### src/rtl/asm_scan_controller_pkg.sv
// Shared types for the assembler scan controller.
// Holds the assembler pass encoding and a busy helper.
package asm_scan_controller_pkg;

  typedef enum logic [2:0] {
    IDLE                = 3'd0,
    PC_MAPPING          = 3'd1,
    INSTRUCTION_MAPPING = 3'd2,
    SUCCESS             = 3'd3,
    ERROR               = 3'd4
  } assembler_state_t;

  function automatic logic is_busy(
    input assembler_state_t s
  );
    return (s == PC_MAPPING) ||
           (s == INSTRUCTION_MAPPING);
  endfunction

endpackage

### src/rtl/asm_scan_controller_valid_pipe.sv
// Valid-bit shift register matching the RAM read latency.
// Ports: clk/rst_n, squash_in (sync clear), push_in, tail_out, any_out.
module asm_valid_pipe #(
  parameter int DEPTH = 2
) (
  input  logic clk,
  input  logic rst_n,
  input  logic squash_in,
  input  logic push_in,
  output logic tail_out,
  output logic any_out
);

  logic [DEPTH-1:0] vld_q;
  logic [DEPTH-1:0] vld_d;

  always_comb begin
    vld_d = (vld_q << 1) | DEPTH'(push_in);
    if (squash_in) vld_d = '0;
  end

  always_ff @(posedge clk or negedge rst_n) begin
    if (!rst_n) vld_q <= '0;
    else        vld_q <= vld_d;
  end

  assign tail_out = vld_q[DEPTH-1];
  assign any_out  = |vld_q;

endmodule

### src/rtl/asm_scan_controller.sv
// Two-pass scan of the editor character RAM into the assembler.
// In: clk_in, rst_n_in, start_in, char_in, line_done_in, line_error_in.
// Out: addr_out, new_line_out, new_char_out, char_out, pass_out,
//      busy_out, error_line_out.
module asm_scan_controller
  import asm_scan_controller_pkg::*;
#(
  parameter int SCREEN_WIDTH  = 64,
  parameter int SCREEN_HEIGHT = 64,
  parameter int READ_LATENCY  = 2,
  localparam int AW = $clog2(SCREEN_WIDTH*SCREEN_HEIGHT),
  localparam int LW = $clog2(SCREEN_HEIGHT),
  localparam int CW = $clog2(SCREEN_WIDTH)
) (
  input  logic             clk_in,
  input  logic             rst_n_in,
  input  logic             start_in,
  input  logic [7:0]       char_in,
  input  logic             line_done_in,
  input  logic             line_error_in,
  output logic [AW-1:0]    addr_out,
  output logic             new_line_out,
  output logic             new_char_out,
  output logic [7:0]       char_out,
  output assembler_state_t pass_out,
  output logic             busy_out,
  output logic [LW-1:0]    error_line_out
);

  typedef enum logic [2:0] {
    L_IDLE  = 3'd0,
    L_START = 3'd1,
    L_PULSE = 3'd2,
    L_ISSUE = 3'd3,
    L_DRAIN = 3'd4
  } line_state_t;

  logic             start_q, start_d;
  assembler_state_t pass_q, pass_d;
  line_state_t      lst_q, lst_d;
  logic [LW-1:0]    line_q, line_d;
  logic [CW-1:0]    col_q, col_d;
  logic [AW-1:0]    addr_q, addr_d;
  logic             nl_q, nl_d;
  logic [LW-1:0]    eline_q, eline_d;

  logic start_edge;
  logic busy;
  logic done_hit;
  logic eol;
  logic push;
  logic squash;
  logic vld_tail;
  logic vld_any;

  assign start_edge = start_in & ~start_q;
  assign busy       = is_busy(pass_q);
  assign done_hit   = line_done_in &
                      ((lst_q == L_ISSUE) ||
                       (lst_q == L_DRAIN));
  assign eol        = done_hit ||
                      ((lst_q == L_DRAIN) && !vld_any);

  always_comb begin
    start_d = start_in;
    pass_d  = pass_q;
    lst_d   = lst_q;
    line_d  = line_q;
    col_d   = col_q;
    addr_d  = addr_q;
    nl_d    = 1'b0;
    eline_d = eline_q;
    push    = 1'b0;
    squash  = 1'b0;
    if (start_edge) begin
      pass_d = PC_MAPPING;
      lst_d  = L_START;
      line_d = '0;
      col_d  = '0;
      addr_d = '0;
      squash = 1'b1;
    end else if (busy && line_error_in) begin
      pass_d  = ERROR;
      lst_d   = L_IDLE;
      eline_d = line_q;
      squash  = 1'b1;
    end else if (busy) begin
      unique case (lst_q)
        L_START: begin
          addr_d = {line_q, CW'(0)};
          nl_d   = 1'b1;
          lst_d  = L_PULSE;
        end
        L_PULSE: lst_d = L_ISSUE;
        L_ISSUE: begin
          push = 1'b1;
          if (col_q == CW'(SCREEN_WIDTH-1)) begin
            lst_d = L_DRAIN;
          end else begin
            col_d  = col_q + CW'(1);
            addr_d = addr_q + AW'(1);
          end
        end
        L_DRAIN: ;
        L_IDLE:  ;
        default: ;
      endcase
      if (eol) begin
        // done drops any reads still in flight for this line
        squash = 1'b1;
        col_d  = '0;
        if (line_q != LW'(SCREEN_HEIGHT-1)) begin
          line_d = line_q + LW'(1);
          lst_d  = L_START;
        end else if (pass_q == PC_MAPPING) begin
          pass_d = INSTRUCTION_MAPPING;
          line_d = '0;
          lst_d  = L_START;
        end else begin
          pass_d = SUCCESS;
          lst_d  = L_IDLE;
        end
      end
    end
  end

  // start_q resets high so a start held across reset is not an edge
  always_ff @(posedge clk_in or negedge rst_n_in) begin
    if (!rst_n_in) begin
      start_q <= 1'b1;
      pass_q  <= IDLE;
      lst_q   <= L_IDLE;
      line_q  <= '0;
      col_q   <= '0;
      addr_q  <= '0;
      nl_q    <= 1'b0;
      eline_q <= '0;
    end else begin
      start_q <= start_d;
      pass_q  <= pass_d;
      lst_q   <= lst_d;
      line_q  <= line_d;
      col_q   <= col_d;
      addr_q  <= addr_d;
      nl_q    <= nl_d;
      eline_q <= eline_d;
    end
  end

  asm_valid_pipe #(
    .DEPTH (READ_LATENCY)
  ) u_vpipe (
    .clk       (clk_in),
    .rst_n     (rst_n_in),
    .squash_in (squash),
    .push_in   (push),
    .tail_out  (vld_tail),
    .any_out   (vld_any)
  );

  assign addr_out       = addr_q;
  assign new_line_out   = nl_q;
  assign new_char_out   = vld_tail;
  assign char_out       = vld_tail ? char_in : 8'h00;
  assign pass_out       = pass_q;
  assign busy_out       = busy;
  assign error_line_out = eline_q;

endmodule
### config.mk
export PLATFORM = sky130hd
export DESIGN_NAME = asm_scan_controller
export DESIGN_NICKNAME = d
export VERILOG_FILES = /design/src/rtl/asm_scan_controller_pkg.sv /design/src/rtl/asm_scan_controller_valid_pipe.sv /design/src/rtl/asm_scan_controller.sv
export SDC_FILE = /design/constraint.sdc
export NUM_CORES = 1
export LEC_CHECK = 0
export ABC_AREA = 0
export BUFFER_PORTS_ARGS = -buffer_cell sky130_fd_sc_hd__buf_4
export CORE_ASPECT_RATIO = 0.75
export CORE_UTILIZATION = 40
export CTS_CLUSTER_SIZE = 14
export DETAILED_ROUTE_END_ITERATION = 8
export PLACE_DENSITY = 0.57
export SYNTH_ARGS = -nofsm -noshare
export SYNTH_HDL_FRONTEND = slang
export SYNTH_SLANG_ARGS = --single-unit
### constraint.sdc
create_clock -name clk_in -period 3.35 [get_ports clk_in]
set_input_delay 0.5025 -clock clk_in [delete_from_list [all_inputs] [get_ports clk_in]]
set_output_delay 0.5025 -clock clk_in [all_outputs]
set_load 0.01 [all_outputs]
=== Word level (Yosys, flattened, before mapping) ===
Index checks and enable logic that the tools add are counted.

* Bits in latches: 0
* Memory bits (writable): 0
* Output and inout port bits: 32
* Input bits: 13
* Memories: 0
* Bits in registers: 40
* Logic and storage cells: 96
* Bits in read-only memories: 0

* Reductions and logical operators: 21
* Muxes and demuxes: 45
* Bitwise operators: 5
* Div/mod/pow operators: 0
* Shift operators: 0
* Multipliers: 0
* $lt $le $gt $ge: 0
* Equal/unequal tests: 13
* $add $sub $neg: 3

{| class="wikitable"
|+ Operators by type and width
! kind !! number
|-
| $mux 6 || 12
|-
| $mux 12 || 4
|-
| $mux 3 || 10
|-
| $pmux 12 s2 || 1
|-
| $mux 1 || 15
|-
| $reduce_bool 3->1 || 5
|-
| $add 12x1->12 const B || 1
|-
| $add 6x1->6 const B || 2
|-
| $reduce_and 4->1 || 3
|-
| $eq 3x2->1 const B || 3
|-
| $ne 3x3->1 const B || 3
|-
| $pmux 3 s3 || 1
|-
| $mux 8 || 1
|-
| $eq 3x1->1 const B || 2
|-
| $eq 6x6->1 const B || 1
|-
| $ne 6x6->1 const B || 1
|-
| $reduce_and 3->1 || 2
|-
| $reduce_bool 6->1 || 1
|-
| $ne 5x3->1 const B || 1
|-
| $reduce_bool 2->1 || 2
|-
| $eq 3x3->1 const B || 1
|-
| $logic_or 1x1->1 || 3
|-
| $and 1x1->1 || 2
|-
| $logic_and 1x1->1 || 2
|-
| other kinds (7) || 8
|}

=== Logic depth before layout (Yosys ltp) ===
* Depth after elaboration: 9
* Gate-level depth with buffers: 8

=== Cells and area by module ===
A second synthesis with hierarchy kept.

* Cell total of the unflattened synthesis: 241
* Area total of the unflattened synthesis: 2253.4 µm²

{| class="wikitable"
|+ By module, submodules not included
! module !! cells each !! sequential area each (µm²) !! area each (µm²) !! instances
|-
| asm_scan_controller || 236 || 952.2 || 2180.8 || 1
|-
| asm_valid_pipe || 5 || 50.0 || 72.6 || 1
|}

=== Least setup slack after synthesis ===
No wires, ideal clock.

* Path kind: register to register
* Start: register pass_q[1], in the netlist pass_out[1]
* End: register eline_q[0], in the netlist error_line_out[0]
* Period minus slack after synthesis: 1837 ps
* Buffers on the path: 0
* Cell stages (with the launch flop): 6
* Setup slack: 1513 ps
* Arrival time: 1712 ps
* Cells stage by stage: dfrtp_1 -> xnor2_1 -> nor2_1 -> and2_1 -> nand2_1 -> mux2_2

* Cells in the longest elaborated chain, start to end: 4
* Elaborated cells on any way between the ends: 5

{| class="wikitable"
|+ RTL lines
! item !! RTL line !! RTL
|-
| from (decl) || asm_scan_controller.sv:39 || <nowiki>assembler_state_t pass_q, pass_d;</nowiki>
|-
| from (signal assigned) || asm_scan_controller.sv:140 || <nowiki>pass_q <= pass_d;</nowiki>
|-
| $eq 3x1->1 / $eq 3x2->1 (equally long branches) || asm_scan_controller_pkg.sv:16, asm_scan_controller_pkg.sv:17 ||
|-
| $logic_or 1x1->1 (*) || asm_scan_controller_pkg.sv:16 || <nowiki>return (s == PC_MAPPING) ||</nowiki>
|-
| via busy_out || asm_scan_controller.sv:26 || <nowiki>output logic busy_out,</nowiki>
|-
| $logic_and 1x1->1 (*) || asm_scan_controller.sv:82 || <nowiki>end else if (busy && line_error_in) begin</nowiki>
|-
| $reduce_and 2->1 (no line) (*) || - ||
|-
| to (signal assigned) || asm_scan_controller.sv:146 || <nowiki>eline_q <= eline_d;</nowiki>
|-
| to (decl) || asm_scan_controller.sv:45 || <nowiki>logic [LW-1:0] eline_q, eline_d;</nowiki>
|}

The timed path passes the listed nets; every way through them passes the cells marked *.
A chain may end at the register's enable or synchronous reset.

=== Worst setup path in the final report ===
* Start: register col_q[0]
* End: register addr_q[3], in the netlist addr_out[3]

* Cells in the longest elaborated chain, start to end: 3

{| class="wikitable"
|+ RTL lines
! item !! RTL line !! RTL
|-
| from (decl) || asm_scan_controller.sv:42 || <nowiki>logic [CW-1:0] col_q, col_d;</nowiki>
|-
| from (signal assigned) || asm_scan_controller.sv:143 || <nowiki>col_q <= col_d;</nowiki>
|-
| $eq 6x6->1 || asm_scan_controller.sv:97 || <nowiki>if (col_q == CW'(SCREEN_WIDTH-1)) begin</nowiki>
|-
| $ne 3x3->1 (no line) || - ||
|-
| $reduce_and 4->1 (no line) || - ||
|-
| to (signal assigned) || asm_scan_controller.sv:144 || <nowiki>addr_q <= addr_d;</nowiki>
|-
| to (decl) || asm_scan_controller.sv:43 || <nowiki>logic [AW-1:0] addr_q, addr_d;</nowiki>
|}

No other way between the ends.

==> metrics list <==
* Result of the run: completed
* Global-route wire length before repair: 8.95 mm
- Via count of the first global-routing pass: 1771
- Distinct cells, synth: 49
- Predominant post-synthesis flop cell: sky130_fd_sc_hd__dfrtp_1
* Core Area: 5380 µm²
- In this run the worst path has a maximum fanout of 11.
* CTS tree: built
* Data arrival time of the critical path: 2.40 ns
- DPL Wire Length: 3.79 mm
- The min-delay analysis places its worst path in the category input port to asynchronous set/reset pin.
* Number of gates resized after CTS: 0
* Capturing element type of the critical path: flop
- The clock period could shrink to approximately 2.2 ns.
* Total overflow reported by the global router: 0
- Antenna violations before repair: 0
* Leakage: 1.28 nW
* Clock buffers created by TritonCTS: 5
* Normalized max-slew margin: 65.4%
- The final hold violation count came to 0.
- Sinks on Clock Net: 40
- The floorplan has 23 rows.
- The final layout contains routed wiring with a total length of between 5 and 6 mm.
- The tool flagged a number of max-cap violations equal to 0.
* Number of enable flip-flop cells after synthesis: 0
* Antenna Diode Count: 0
- Part of the Yosys area used for sequential elements: roughly 44%
* Synth Cell Area: approximately 2300 µm²
- All-layer global routing usage: 19.8%
* Width of the die: approximately 90 µm
* Clock-pin slew reported for the worst setup and hold paths after clock tree synthesis: 0.08 ns
- Async set-reset flop share out of synthesis: 100%
- Detailed-route vias per instance: 5.52
* Cells after synthesis: 246
- For the final database, setup skew stands at between 0.009 and 0.01 ns.
- The first routing iteration left between 150 and 200 violations.
- Number of port buffers: 44
* Final ANT Viol Nets: 0
- At the later pin of the worst-skew pair, clock insertion delay measures 0.29 ns.
- Number of setup buffers added after CTS: 0
* Power after layout: 0.00133 W
* Number of detailed-route iterations in the first pass: 4
- # DRC: 0
- Averaged over all synthesized cells, the footprint is 9.20 µm².
- Via count: 2003
* Total of flip-flops plus latches after synthesis: 40
- Final Setup Violations: 0
- Max frequency: 0.458 GHz
- Synthesized Nets: 262
* Peak VDD IR: 0.243 mV
* Top-Level Pins: 45
* Syn-to-layout area delta: 22.8%
- Die area: 5960 µm²
- Effective utilization at floorplan: 42.0%
- The total count of max-transition violations in the final report came to 0.
- For the final routed database, the setup TNS stands at 0 ns.
- Number of buffers inserted by hold repair at cts: 0
* Post-layout net count: 303
- Ratio of final minimum period to clock period: 65.1%
- RSZ-0062 raised after global routing: false
- Mean routed wirelength per cell: roughly 15 µm
- The critical path is of the flop to flop type.
- From bottom edge to top edge, the die measures around 67 µm.
- Slew @ Worst Pin: around 0.52 ns
* Maximum number of pins on one net before global-route repair: 41
- Maximum count of clock buffers along a single path: 2
- In this run the clock root is driven by a sky130_fd_sc_hd__clkbuf_8.
- STA classifies the critical path startpoint as a flop.
- Fraction of final layout cells sized beyond drive strength 1: 25.3%
* Power per Cell Area: 478 nW/µm²
- Routability-driven placement finished with a final weighted congestion of 0.780.
* H-tree Lvls: 2
- Data on the critical path is required at its endpoint by 3.57 ns.
- For this run, the number of Yosys warnings is 0.
critical path, cell delays in order, from the launching register on:
cell,delay (ns)
sky130_fd_sc_hd__dfrtp_1,0.41
sky130_fd_sc_hd__ha_1,0.24
sky130_fd_sc_hd__and3_1,0.25
sky130_fd_sc_hd__nand4_1,0.17
sky130_fd_sc_hd__nand3_1,0.31
sky130_fd_sc_hd__or4_1,0.57
sky130_fd_sc_hd__a21oi_1,0.15
layout make-up:
| cell class | count | area (µm²) |
|---|---|---|
| Inverter | 2 | 7.51 |
| Multi-Input combinational cell | 191 | 1200 |
| Sequential cell | 40 | 1000 |
| Timing Repair Buffer | 47 | 353 |
| Tap cell | 75 | 93.8 |
| Clock inverter | 1 | 30.0 |
| Fill cell | 507 | 2600 |
| Clock buffer | 7 | 96.3 |
where the power goes:
group	internal (W)	leakage, nW	switching, W
Sequential	0.000518	0.539	0.0000571
Clock	0.000263	0.0645	0.000174
Combinational	0.000135	0.672	0.000181
registers in the layout (all words and copies together), names as in the netlist:
name	flops
addr_out	12
col_q	6
line_q	6
lst_q	3
error_line_out	6
start_q	1
new_line_out	1
u_vpipe.vld_q	2
pass_out	3
cell usage in the layout, fill, tap and decap left out, types with 3 or more instances in the layout:
cell type,instances
sky130_fd_sc_hd__buf_4,47
sky130_fd_sc_hd__dfrtp_1,39
sky130_fd_sc_hd__xor2_1,3
sky130_fd_sc_hd__or2_2,3
sky130_fd_sc_hd__nand4_1,4
sky130_fd_sc_hd__nand2_1,23
sky130_fd_sc_hd__nand3_1,19
sky130_fd_sc_hd__and2_1,12
sky130_fd_sc_hd__nor3_1,7
sky130_fd_sc_hd__mux2i_1,3
sky130_fd_sc_hd__nor2b_1,5
sky130_fd_sc_hd__a22o_1,3
sky130_fd_sc_hd__mux2_2,7
sky130_fd_sc_hd__o21ai_0,14
sky130_fd_sc_hd__ha_1,3
sky130_fd_sc_hd__o31ai_1,5
sky130_fd_sc_hd__a21oi_1,12
sky130_fd_sc_hd__nor2_1,17
sky130_fd_sc_hd__and3_1,8
sky130_fd_sc_hd__a31oi_1,9
sky130_fd_sc_hd__clkbuf_8,7
synthesized netlist by cell type (6+ instances only):
cell                       count  area share (%)
sky130_fd_sc_hd__a21oi_1      12             2.7
sky130_fd_sc_hd__a31oi_1       9             2.5
sky130_fd_sc_hd__and2_1       12             3.3
sky130_fd_sc_hd__and3_1        8             2.2
sky130_fd_sc_hd__buf_2         6             1.3
sky130_fd_sc_hd__clkbuf_1      7             1.2
sky130_fd_sc_hd__dfrtp_1      39              43
sky130_fd_sc_hd__mux2_2        7             3.5
sky130_fd_sc_hd__nand2_1      23             3.8
sky130_fd_sc_hd__nand3_1      19             4.2
sky130_fd_sc_hd__nor2_1       17             2.8
sky130_fd_sc_hd__nor3_1        7             1.5
sky130_fd_sc_hd__o21ai_0      14             3.1
per-stage QoR:
| stage | instances | hold WS, ns | area (µm²) | utilization (%) | setup slack (ns) |
|---|---|---|---|---|---|
| after detailed placement | 355 | 0.499 | 2650 | 49.3 | 1.15 |
| after floorplan | 246 | 0.207 | 2260 | - | 1.51 |
| after global placement | 355 | 0.492 | 2650 | 49.3 | 1.21 |
| after global routing | 363 | 0.210 | 2780 | 51.6 | 1.01 |
| after CTS | 363 | 0.200 | 2780 | 51.6 | 1.17 |
| final | 363 | 0.176 | 2780 | 51.6 | 1.17 |
path summary, 6_finish.rpt:
check                                   from                 to  slack [ns]  cells after the start
max in group asynchronous           rst_n_in            start_q        2.79                      1
hold reg to reg            error_line_out[4]  error_line_out[4]        0.52                      1
hold / removal                      rst_n_in        addr_out[3]        0.18                      1
min in group clk_in                 start_in            start_q        0.33                      1
setup reg to reg                    col_q[0]        addr_out[3]        1.17                      6
setup / recovery                    col_q[0]        addr_out[3]        1.17                      6
logic make-up after synthesis:
logic type               count (synthesis)  share of synthesized area, %
AND/OR/NAND/NOR                        114                          27.0
AO/OA/AOI/OAI                           59                          17.4
flip-flops                              40                          44.3
buffers and inverters                   15                          2.82
multiplexers                            10                          4.81
XOR/XNOR                                 5                          1.94
adder cells (fa/ha/maj)                  3                          1.66
per-layer routing:
metal | vias up | GRT usage (%) | wire [µm]
met3 | 2 | 4.71 | 359
li1 | 992 | - | -
met1 | 951 | 30.9 | 2930
met5 | - | 0 | 0
met4 | 0 | 5.04 | 17
met2 | 58 | 26.8 | 2220
(Power assumes the default switching activity.)
